[config.mk]
export PLATFORM = sky130hd
export DESIGN_NAME = refresh_scheduler
export DESIGN_NICKNAME = d
export VERILOG_FILES = /design/src/rtl/refresh_pkg.sv /design/src/rtl/refresh_scheduler_interval_timer.sv /design/src/rtl/refresh_scheduler.sv
export SDC_FILE = /design/constraint.sdc
export NUM_CORES = 1
export LEC_CHECK = 0
export ABC_AREA = 1
export CORE_ASPECT_RATIO = 1.75
export CORE_MARGIN = 4
export CORE_UTILIZATION = 25
export DETAILED_ROUTE_END_ITERATION = 6
export SLEW_MARGIN = 15
export SYNTH_ARGS = -nofsm -noshare
export SYNTH_HDL_FRONTEND = slang
export SYNTH_SLANG_ARGS = --single-unit
[constraint.sdc]
create_clock -name clk -period 2 [get_ports clk]
set_clock_uncertainty 0.2 [all_clocks]
set_input_delay 0.4 -clock clk [delete_from_list [all_inputs] [get_ports clk]]
set_output_delay 0.4 -clock clk [all_outputs]
set_load 0.01 [all_outputs]
[src/rtl/refresh_pkg.sv]
// Shared definitions for the DRAM refresh scheduler: FSM encoding and
// default timing parameters.
package refresh_pkg;

  localparam int DEF_TREFI         = 6400000;
  localparam int DEF_TRFC          = 128;
  localparam int DEF_MAX_POSTPONE  = 8;
  localparam int DEF_URGENT_THRESH = 6;

  typedef enum logic [1:0] {
    ST_DIS     = 2'd0,
    ST_IDLE    = 2'd1,
    ST_PEND    = 2'd2,
    ST_RECOVER = 2'd3
  } state_t;

endpackage

[src/rtl/refresh_scheduler_interval_timer.sv]
// Free-running interval counter: counts 0..PERIOD-1 while enabled and
// pulses tick on the cycle that wraps back to 0.
module interval_timer
  import refresh_pkg::*;
#(
  parameter int PERIOD = DEF_TREFI
) (
  input  logic clk,
  input  logic rst_n,
  input  logic en,
  output logic tick
);

  localparam int CW = (PERIOD > 1) ? $clog2(PERIOD) : 1;
  localparam logic [CW-1:0] LAST = CW'(PERIOD - 1);

  logic [CW-1:0] count;

  // NOTE: sequential state uses non-blocking assignments so every flop
  // samples the pre-edge values regardless of block ordering.
  always_ff @(posedge clk or negedge rst_n) begin
    if (!rst_n) begin
      count <= '0;
    end else if (!en) begin
      count <= '0;
    end else if (count == LAST) begin
      count <= '0;
    end else begin
      count <= count + CW'(1);
    end
  end

  assign tick = en && (count == LAST);

endmodule

[src/rtl/refresh_scheduler.sv]
// Refresh scheduler: accumulates refresh obligations every TREFI cycles,
// requests REF from the controller, and enforces TRFC recovery after each ack.
module refresh_scheduler
  import refresh_pkg::*;
#(
  parameter int TREFI         = DEF_TREFI,
  parameter int TRFC          = DEF_TRFC,
  parameter int MAX_POSTPONE  = DEF_MAX_POSTPONE,
  parameter int URGENT_THRESH = DEF_URGENT_THRESH
) (
  input  logic                                clk,
  input  logic                                rst_n,
  input  logic                                enable,
  input  logic                                ref_ack,
  output logic                                ref_req,
  output logic                                ref_urgent,
  output logic [$clog2(MAX_POSTPONE+1)-1:0]   pending,
  output logic                                overrun,
  output logic                                ack_err
);

  localparam int PW = $clog2(MAX_POSTPONE + 1);
  localparam int RW = (TRFC > 1) ? $clog2(TRFC) : 1;
  localparam logic [PW-1:0] PEND_MAX = PW'(MAX_POSTPONE);
  localparam logic [PW-1:0] PEND_URG = PW'(URGENT_THRESH);
  localparam logic [RW-1:0] REC_LOAD = RW'(TRFC - 1);

  state_t        state, state_d;
  logic [PW-1:0] pending_d;
  logic [RW-1:0] rcnt, rcnt_d;
  logic          tick;
  logic          ack_ok;
  logic          overrun_set;
  logic          in_pend;

  // The interval only runs once the FSM has left DIS, so a fresh enable
  // always starts a full TREFI interval from zero.
  interval_timer #(.PERIOD(TREFI)) u_timer (
    .clk  (clk),
    .rst_n(rst_n),
    .en   (enable && (state != ST_DIS)),
    .tick (tick)
  );

  assign in_pend = enable && (state == ST_PEND);
  assign ack_ok  = ref_ack && in_pend;

  // NOTE: every signal driven here gets a default first, so no path through
  // the case leaves a value unassigned and no latch is inferred.
  always_comb begin
    state_d     = state;
    pending_d   = pending;
    rcnt_d      = rcnt;
    overrun_set = 1'b0;
    if (!enable) begin
      state_d   = ST_DIS;
      pending_d = '0;
      rcnt_d    = '0;
    end else begin
      case (state)
        ST_DIS: state_d = ST_IDLE;
        ST_IDLE: begin
          if (tick) begin
            pending_d = PW'(1);
            state_d   = ST_PEND;
          end
        end
        ST_PEND: begin
          if (ack_ok) begin
            // A tick landing on the ack cycle cancels the decrement.
            if (!tick) pending_d = pending - PW'(1);
            rcnt_d  = REC_LOAD;
            state_d = ST_RECOVER;
          end else if (tick) begin
            if (pending == PEND_MAX) overrun_set = 1'b1;
            else                     pending_d   = pending + PW'(1);
          end
        end
        ST_RECOVER: begin
          if (tick) begin
            if (pending == PEND_MAX) overrun_set = 1'b1;
            else                     pending_d   = pending + PW'(1);
          end
          if (rcnt == '0) state_d = (pending_d != '0) ? ST_PEND : ST_IDLE;
          else            rcnt_d  = rcnt - RW'(1);
        end
        default: state_d = ST_DIS;
      endcase
    end
  end

  always_ff @(posedge clk or negedge rst_n) begin
    if (!rst_n) begin
      state      <= ST_DIS;
      pending    <= '0;
      rcnt       <= '0;
      ref_req    <= 1'b0;
      ref_urgent <= 1'b0;
      overrun    <= 1'b0;
      ack_err    <= 1'b0;
    end else begin
      state      <= state_d;
      pending    <= pending_d;
      rcnt       <= rcnt_d;
      ref_req    <= in_pend;
      ref_urgent <= in_pend && (pending >= PEND_URG);
      if (overrun_set)          overrun <= 1'b1;
      if (ref_ack && !ack_ok)   ack_err <= 1'b1;
    end
  end

endmodule

==> results of run 1 <==
final cells by class:
| type | instances | area share |
|---|---|---|
| well taps | 122 | 0.0470 |
| flip-flops and latches | 40 | 0.309 |
| multi-input cells | 224 | 0.409 |
| clock buffers | 6 | 0.0428 |
| clock inverters | 2 | 0.0119 |
| inverters | 47 | 0.0551 |
| repair buffers | 51 | 0.126 |
routing by layer:
layer,global-route usage,share of wire
met1,0.0965,0.36
met2,0.218,0.57
met3,0.0196,0.027
met4,0.0525,0.033
met5,0,0
registers in the layout (all words and copies together) (netlist names):
register / count
overrun: 1
state: 2
u_timer.count: 23
ack_err: 1
rcnt: 7
ref_req: 1
pending: 4
ref_urgent: 1
worst register-to-register path: stages, from the launching register on:
cell     delay [ns]
dfrtp_1        0.44
nand2_2        0.11
nor3_2         0.22
nand2_2        0.14
nor4_4         0.28
nand2_1        0.17
o21ai_1        0.16
nor2_1         0.07
power groups by stage:
stage / Clock (uW) / Combinational [uW] / Sequential (uW)
after floorplan: 0 / 559 / 1030
after global placement: 0 / 899 / 1030
after detailed placement: 0 / 911 / 1030
after CTS: 978 / 918 / 1020
after global routing: 1000 / 1060 / 1040
final: 955 / 934 / 1020
synthesized netlist by cell type (all sizes together):
cell type / instances
nand2: 64
nor2: 48
inv: 47
dfrtp: 40
nor3: 16
a21oi: 15
o21ai: 15
nand3: 14
nand4: 10
xor2: 8
ha: 7
o22ai: 7
a31oi: 4
nor4: 4
nor3b: 3
xnor2: 2
a211oi: 1
nand3b: 1
o211ai: 1
o21bai: 1
o221a: 1
o41ai: 1
or3: 1
metrics by stage:
step	setup WS (ns)	TNS [ns]	cell area, um^2	std cells
after floorplan	0.153	0	2450	311
after global placement	-0.0483	-0.253	2990	481
after detailed placement	-0.0639	-0.410	2990	481
after CTS	0.00293	0	3190	491
after global routing	-0.0587	-0.259	3250	492
final	0.0536	0	3250	492
worst paths after layout:
kind	start	to	slack, ns
max	pending[1]	pending[1]	0.05
min in group asynchronous	rst_n	rcnt[5]	0.51
min	ack_err	ack_err	0.28
max reg2reg	u_timer.count[4]	u_timer.count[15]	0.08
min reg2reg	ack_err	ack_err	0.28
max in group asynchronous	rst_n	pending[2]	0.70
cell families (layout without fill, tap and decap cells):
logic type	Yosys count	after routing
simple gates	161	161
buf+inv	47	106
compound gates	46	46
flops	40	40
xor+xnor	10	10
fa+ha+maj	7	7
what timing repair did:
item | in CTS | in global routing
hold buffers | 1 | 0
setup endpoints to repair | 1 | 15
hold endpoints to repair | 35 | 0
pin swaps | 1 | 7
setup buffers | 1 | 1
gates resized for setup | 0 | 18
==> metrics.md, run 1 <==
| Metric | Value |
|---|---|
| Status | `completed` |
| Post-layout min period | `1.95 ns` |
| Hold depth | `1` |
| Distinct cells, synth | `36` |
| Critical path's largest stage delay | `~0.54 ns` |
| RSZ-0062 raised after global routing | `true` |
| Final #Nets | `380` |
| Most frequent cells in the layout | `nand2_1 (55), inv_1 (44), dfrtp_1 (39), buf_4 (39), nor2_1 (35)` |
| Period utilization | `0.973` |
| Largest area contributor in the netlist | `dfrtp_1` |
| Filler cell count | `slightly above 1000` |
| Vias/cell | `4.55` |
| CTS sink cnt | `40` |
| # DRC | `0` |
| Setup violators final | `0` |
| Worst-path clk slew | `roughly 0.060 ns` |
| # Max-Cap Violations | `0` |
| Crit path buffers/inverters | `2` |
| Number of I/O pins | `12` |
| Finished Core Util | `0.341` |
| H-tree depth | `2` |
| First drt pass iteration count | `4` |
| Syn avg cell area | `7.89 um^2` |
| Pwr dens | `896 nW/um^2` |
| WS Path Type | `reg -> out` |
| PortBufs | `11` |
| CP max stage cell | `clkdlybuf4s50_1` |
| Total power | `a little under 3000 uW` |
| CTS root buffer | `clkbuf_16` |
| Combinational power share | `0.321` |
| WL/cell | `12.3 um` |
| Reg area | `~1000 um^2` |
| Die X | `82.9 um` |
| Internal power | `1920 uW` |
| Initial core utilization | `0.258` |
| Sw power | `989 uW` |
| Num CTS Buffers | `5` |
| Total grt overflow | `0` |
| Cell depth of the worst flop-to-flop path | `7` |
| Largest family of logic cells by synthesized area | `simple AND/OR/NAND/NOR gates` |
| Area of the multi-input gates | `1330 um^2` |
| Layout cells sized above 1 | `0.232` |
| Arrival @ worst endpoint | `1.35 ns` |
| DRT antenna net count | `0` |
| Clock group share of total power | `0.328` |
| Synth top area cells | `dfrtp_1 (41%), nand2_1 (8.9%), inv_1 (6.7%), nor2_1 (5.5%), ha_1 (3.6%)` |
| Worst Setup End Kind | `output port` |
| Fin. Hold Viols | `0` |
| Post-Synthesis Cells | `311` |
| Register area share after synthesis | `0.408` |
| Least-Margin Pin Slew | `0.524 ns` |
| Die Ht | `139 um` |
| Startpoint types | `register` |
| Yosys reg bits | `40` |
| HPWL Detailed | `4.73 mm` |
| Simple-gate share of the synthesized area | `0.338` |
| Fmax | `between 500 and 600 MHz` |
| Sw Share | `0.340` |
| Rows | `47` |
| Net Count, Synth | `roughly 320` |
| Slew Viols, Final | `0` |
| Synth Area in Compound Gates | `0.111` |
| Initial DRC count | `a little under 80` |
| WP data required | `around 1.4 ns` |
| Post-Synth XOR/XNOR Area | `0.0357` |
| Wire length of the first global-routing pass | `10.1 mm` |
| Peak supply drop | `a little under 0.6 mV` |
| Crit path depth | `2` |
| Yosys top cell area share | `0.408` |
| Portion of netlist area occupied by mux cells | `0` |
| Crit path max-delay family | `buffers and inverters` |
| HP Class | `reg -> reg` |
| Flop pwr share | `0.351` |
| Critical-path cell list | `buf_4, clkdlybuf4s50_1` |
| GP Congestion | `just over 0.8` |
| Pleak | `0.00145 uW` |
| GR Util All Layers | `0.107` |
| Worst skew pair latency | `slightly below 0.3 ns` |
| Layout Area Growth over Synthesis | `32.3%` |
| Maximum fanout along the worst path | `5` |
| Post-Route WL | `6.04 mm` |
| Commonest non-fill, non-tap cell in the layout | `nand2_1` |
| Vias in the first global route | `2366` |
| DR vias | `around 2200` |
| Post-Syn Area | `2450 um^2` |
| Die ar. | `11500 um^2` |
| Largest net degree at the start of global routing | `41` |
| # diodes | `0` |
| Core Region | `9530 um^2` |
| CTS tree | `built` |
| Max-slew headroom | `0.651` |
| Initial antenna violation count | `0` |
| Max Buffers Root-to-Sink | `2` |
| Yosys warns | `0` |
| Post-synthesis adder-cell area fraction | `0.0357` |
| Final hold slack | `0.281 ns` |
Power figures use the tool's default switching activity.
==> inputs of run 2 (changes only) <==
Settings changed: CORE_ASPECT_RATIO 1.75 to 0.75, SETUP_SLACK_MARGIN set to 0.05.
==> metrics.md, run 2 (synthesized netlist as in run 1, its figures left out) <==
| Metric | Value |
|---|---|
| Status | `finished, violations left` |
| Failing checks | `negative hold slack, negative setup slack` |
| Crit path max-delay family | `simple AND/OR/NAND/NOR gates` |
| Vias in the first global route | `2129 (-10%)` |
| Total power | `2900 uW (-0.20%)` |
| Die X | `122 um (+48%)` |
| Final Worst Setup Slack | `-0.00690 ns (-0.0605 ns)` |
| Finished Core Util | `0.354 (+0.0132)` |
| CTS sink cnt | `40 (unchanged)` |
| Inst Count DP | `489 (+1.7%)` |
| Maximum fanout along the worst path | `5 (unchanged)` |
| PortBufs | `11 (unchanged)` |
| WS Path Type | `reg -> reg` |
| Largest register by flop count | `u_timer.count` |
| Vias/cell | `4.55 (about the same)` |
| Arrival @ worst endpoint | `1.98 ns (+0.63 ns)` |
| CTS Hold Buffers Added | `0 (-1)` |
| WP data required | `1.97 ns (+0.57 ns)` |
| Post-Route WL | `6.43 mm (+6.5%)` |
| CTS tree | `built` |
| Crit path top cell by count | `nand2_1` |
| First drt pass iteration count | `4 (unchanged)` |
| Initial core utilization | `0.255 (-0.00248)` |
| Fmax | `498 MHz (-3.0%)` |
| Slew Viols, Final | `0 (unchanged)` |
| Fin. Hold Viols | `12 (+12)` |
| HPWL Detailed | `4.46 mm (-5.8%)` |
| DR vias | `2306 (+3.1%)` |
| Worst Setup End Kind | `register` |
| Startpoint types | `register` |
| Max Buffers Root-to-Sink | `2 (unchanged)` |
| Final hold slack | `-0.00507 ns (-0.287 ns)` |
| # DRC | `0 (unchanged)` |
| WL/cell | `12.7 um (+3.4%)` |
| Crit path depth | `14 (+12)` |
| Finished Layout Cells | `507 (+3.0%)` |
| Initial DRC count | `136 (+77%)` |
| Pwr dens | `853 nW/um^2 (-4.9%)` |
| Die Ht | `93.8 um (-33%)` |
| Pleak | `0.00154 uW (+6.4%)` |
| H-tree depth | `2 (unchanged)` |
| HP Class | `in -> async` |
| Period utilization | `1.00 (+0.0302)` |
| Num CTS Buffers | `5 (unchanged)` |
| # diodes | `0 (unchanged)` |
| Wire length of the first global-routing pass | `10.4 mm (+3.5%)` |
| Die ar. | `11500 um^2 (-0.40%)` |
| Worst-path clk slew | `0.06 ns (about the same)` |
| # Max-Cap Violations | `0 (unchanged)` |
| Worst skew pair latency | `0.28 ns (about the same)` |
| Core Region | `9620 um^2 (+0.97%)` |
| Post-layout min period | `2.01 ns (+0.0605 ns)` |
| Largest register FFs | `23 (unchanged)` |
| DRT antenna net count | `0 (unchanged)` |
| Setup violators final | `2 (+2)` |
| Rows | `31 (-34%)` |
| Largest net degree at the start of global routing | `41 (unchanged)` |
| Filler cell count | `1006 (-0.20%)` |
| CTS root buffer | `clkbuf_16` |
| CP max stage cell | `dfrtp_1` |
| GR Util All Layers | `0.113 (+0.00579)` |
| Initial antenna violation count | `0 (unchanged)` |
| Total grt overflow | `0 (unchanged)` |
| GP Congestion | `0.914 (+10%)` |
| Crit path buffers/inverters | `0 (-2)` |
| Least-Margin Pin Slew | `0.541 ns (+0.0174 ns)` |
| Peak supply drop | `0.384 mV (-36%)` |
| RSZ-0062 raised after global routing | `true` |
| Layout cells sized above 1 | `0.277 (+0.0449)` |
| Most frequent cells in the layout | `nand2_1 (52), inv_1 (43), dfrtp_1 (39), buf_4 (39), nor2_1 (34)` |
| Commonest non-fill, non-tap cell in the layout | `nand2_1` |
| Max-slew headroom | `0.639 (-0.0116)` |
| Critical path's largest stage delay | `0.36 ns (-0.18 ns)` |
| Cell depth of the worst flop-to-flop path | `14 (+7)` |
| Layout Area Growth over Synthesis | `38.7%` |
| Final #Nets | `385 (+1.3%)` |
| Number of I/O pins | `12 (unchanged)` |
| Biggest regs | `u_timer.count: 23 flops, rcnt: 7 flops, pending: 4 flops` |
| Critical-path cell list | `ha_2, nand2_2, nor2_4, nand2_4, nor2_8, nand3_4, nand2_2, nand3_2, nor2_2, nand2_1, nand2_1, nand2_1, nand2_1, nand2_1` |
[run 2: cell count changes in the layout (fill, tap and decap cells not counted), moves of 3 or more]
| cell | delta |
|---|---|
| o21ai_1 | -4 |
| buf_6 | +4 |
| nand3_1 | -3 |
| nand2_2 | +3 |
| o21ai_2 | +3 |
| nand2_1 | -3 |
[run 2: path summary, 6_finish.rpt]
| check | start | to | slack [ns] |
|---|---|---|---|
| max in group asynchronous | rst_n | pending[2] | 1.20 |
| worst min register to register | ack_err | ack_err | 0.29 |
| min in group clk | ack_err | ack_err | 0.29 |
| worst max-delay path | u_timer.count[1] | state[1] | -0.007 |
| worst max register to register | u_timer.count[1] | state[1] | -0.007 |
| worst min-delay path | rst_n | u_timer.count[7] | -0.005 |
[run 2: repair_timing]
action | in CTS | in global routing
endpoints found under the setup margin | 7 | 18
pin swaps | 0 | 20
buffers inserted | 0 | 10
gates resized for setup | 3 | 37
[run 2: metrics by stage]
stage | worst slack, ns | setup TNS (ns) | area (um^2)
CTS | 0.00725 | 0 | 3180
global route | -0.129 | -0.859 | 3410
detailed placement | -0.161 | -0.692 | 3000
global placement | -0.109 | -0.681 | 3000
floorplan | 0.153 | 0 | 2450
finish | -0.00690 | -0.0132 | 3410
[run 2: power breakdown]
part | leakage (uW) | switching [uW] | internal [uW]
combinational | 0.000932 | 596 | 369
clock | 0.0000808 | 325 | 587
sequential | 0.000529 | 103 | 924
[run 2: layout make-up]
cell class,instances,area (um^2),area share
multi-input cells,224,1410,0.415
clock inverters,2,35.0,0.0103
inverters,47,176,0.0518
flip-flops and latches,40,1000,0.294
repair buffers,56,485,0.143
clock buffers,6,129,0.0378
well taps,132,165,0.0485
[run 2: per-layer routing]
metal / routed length, um / GRT usage / vias up
li1: - / - / 1160
met1: 3230 / 0.169 / 1100
met2: 2870 / 0.162 / 42
met3: 284 / 0.0247 / 4
met4: 48 / 0.0289 / 0
met5: 0 / 0 / -
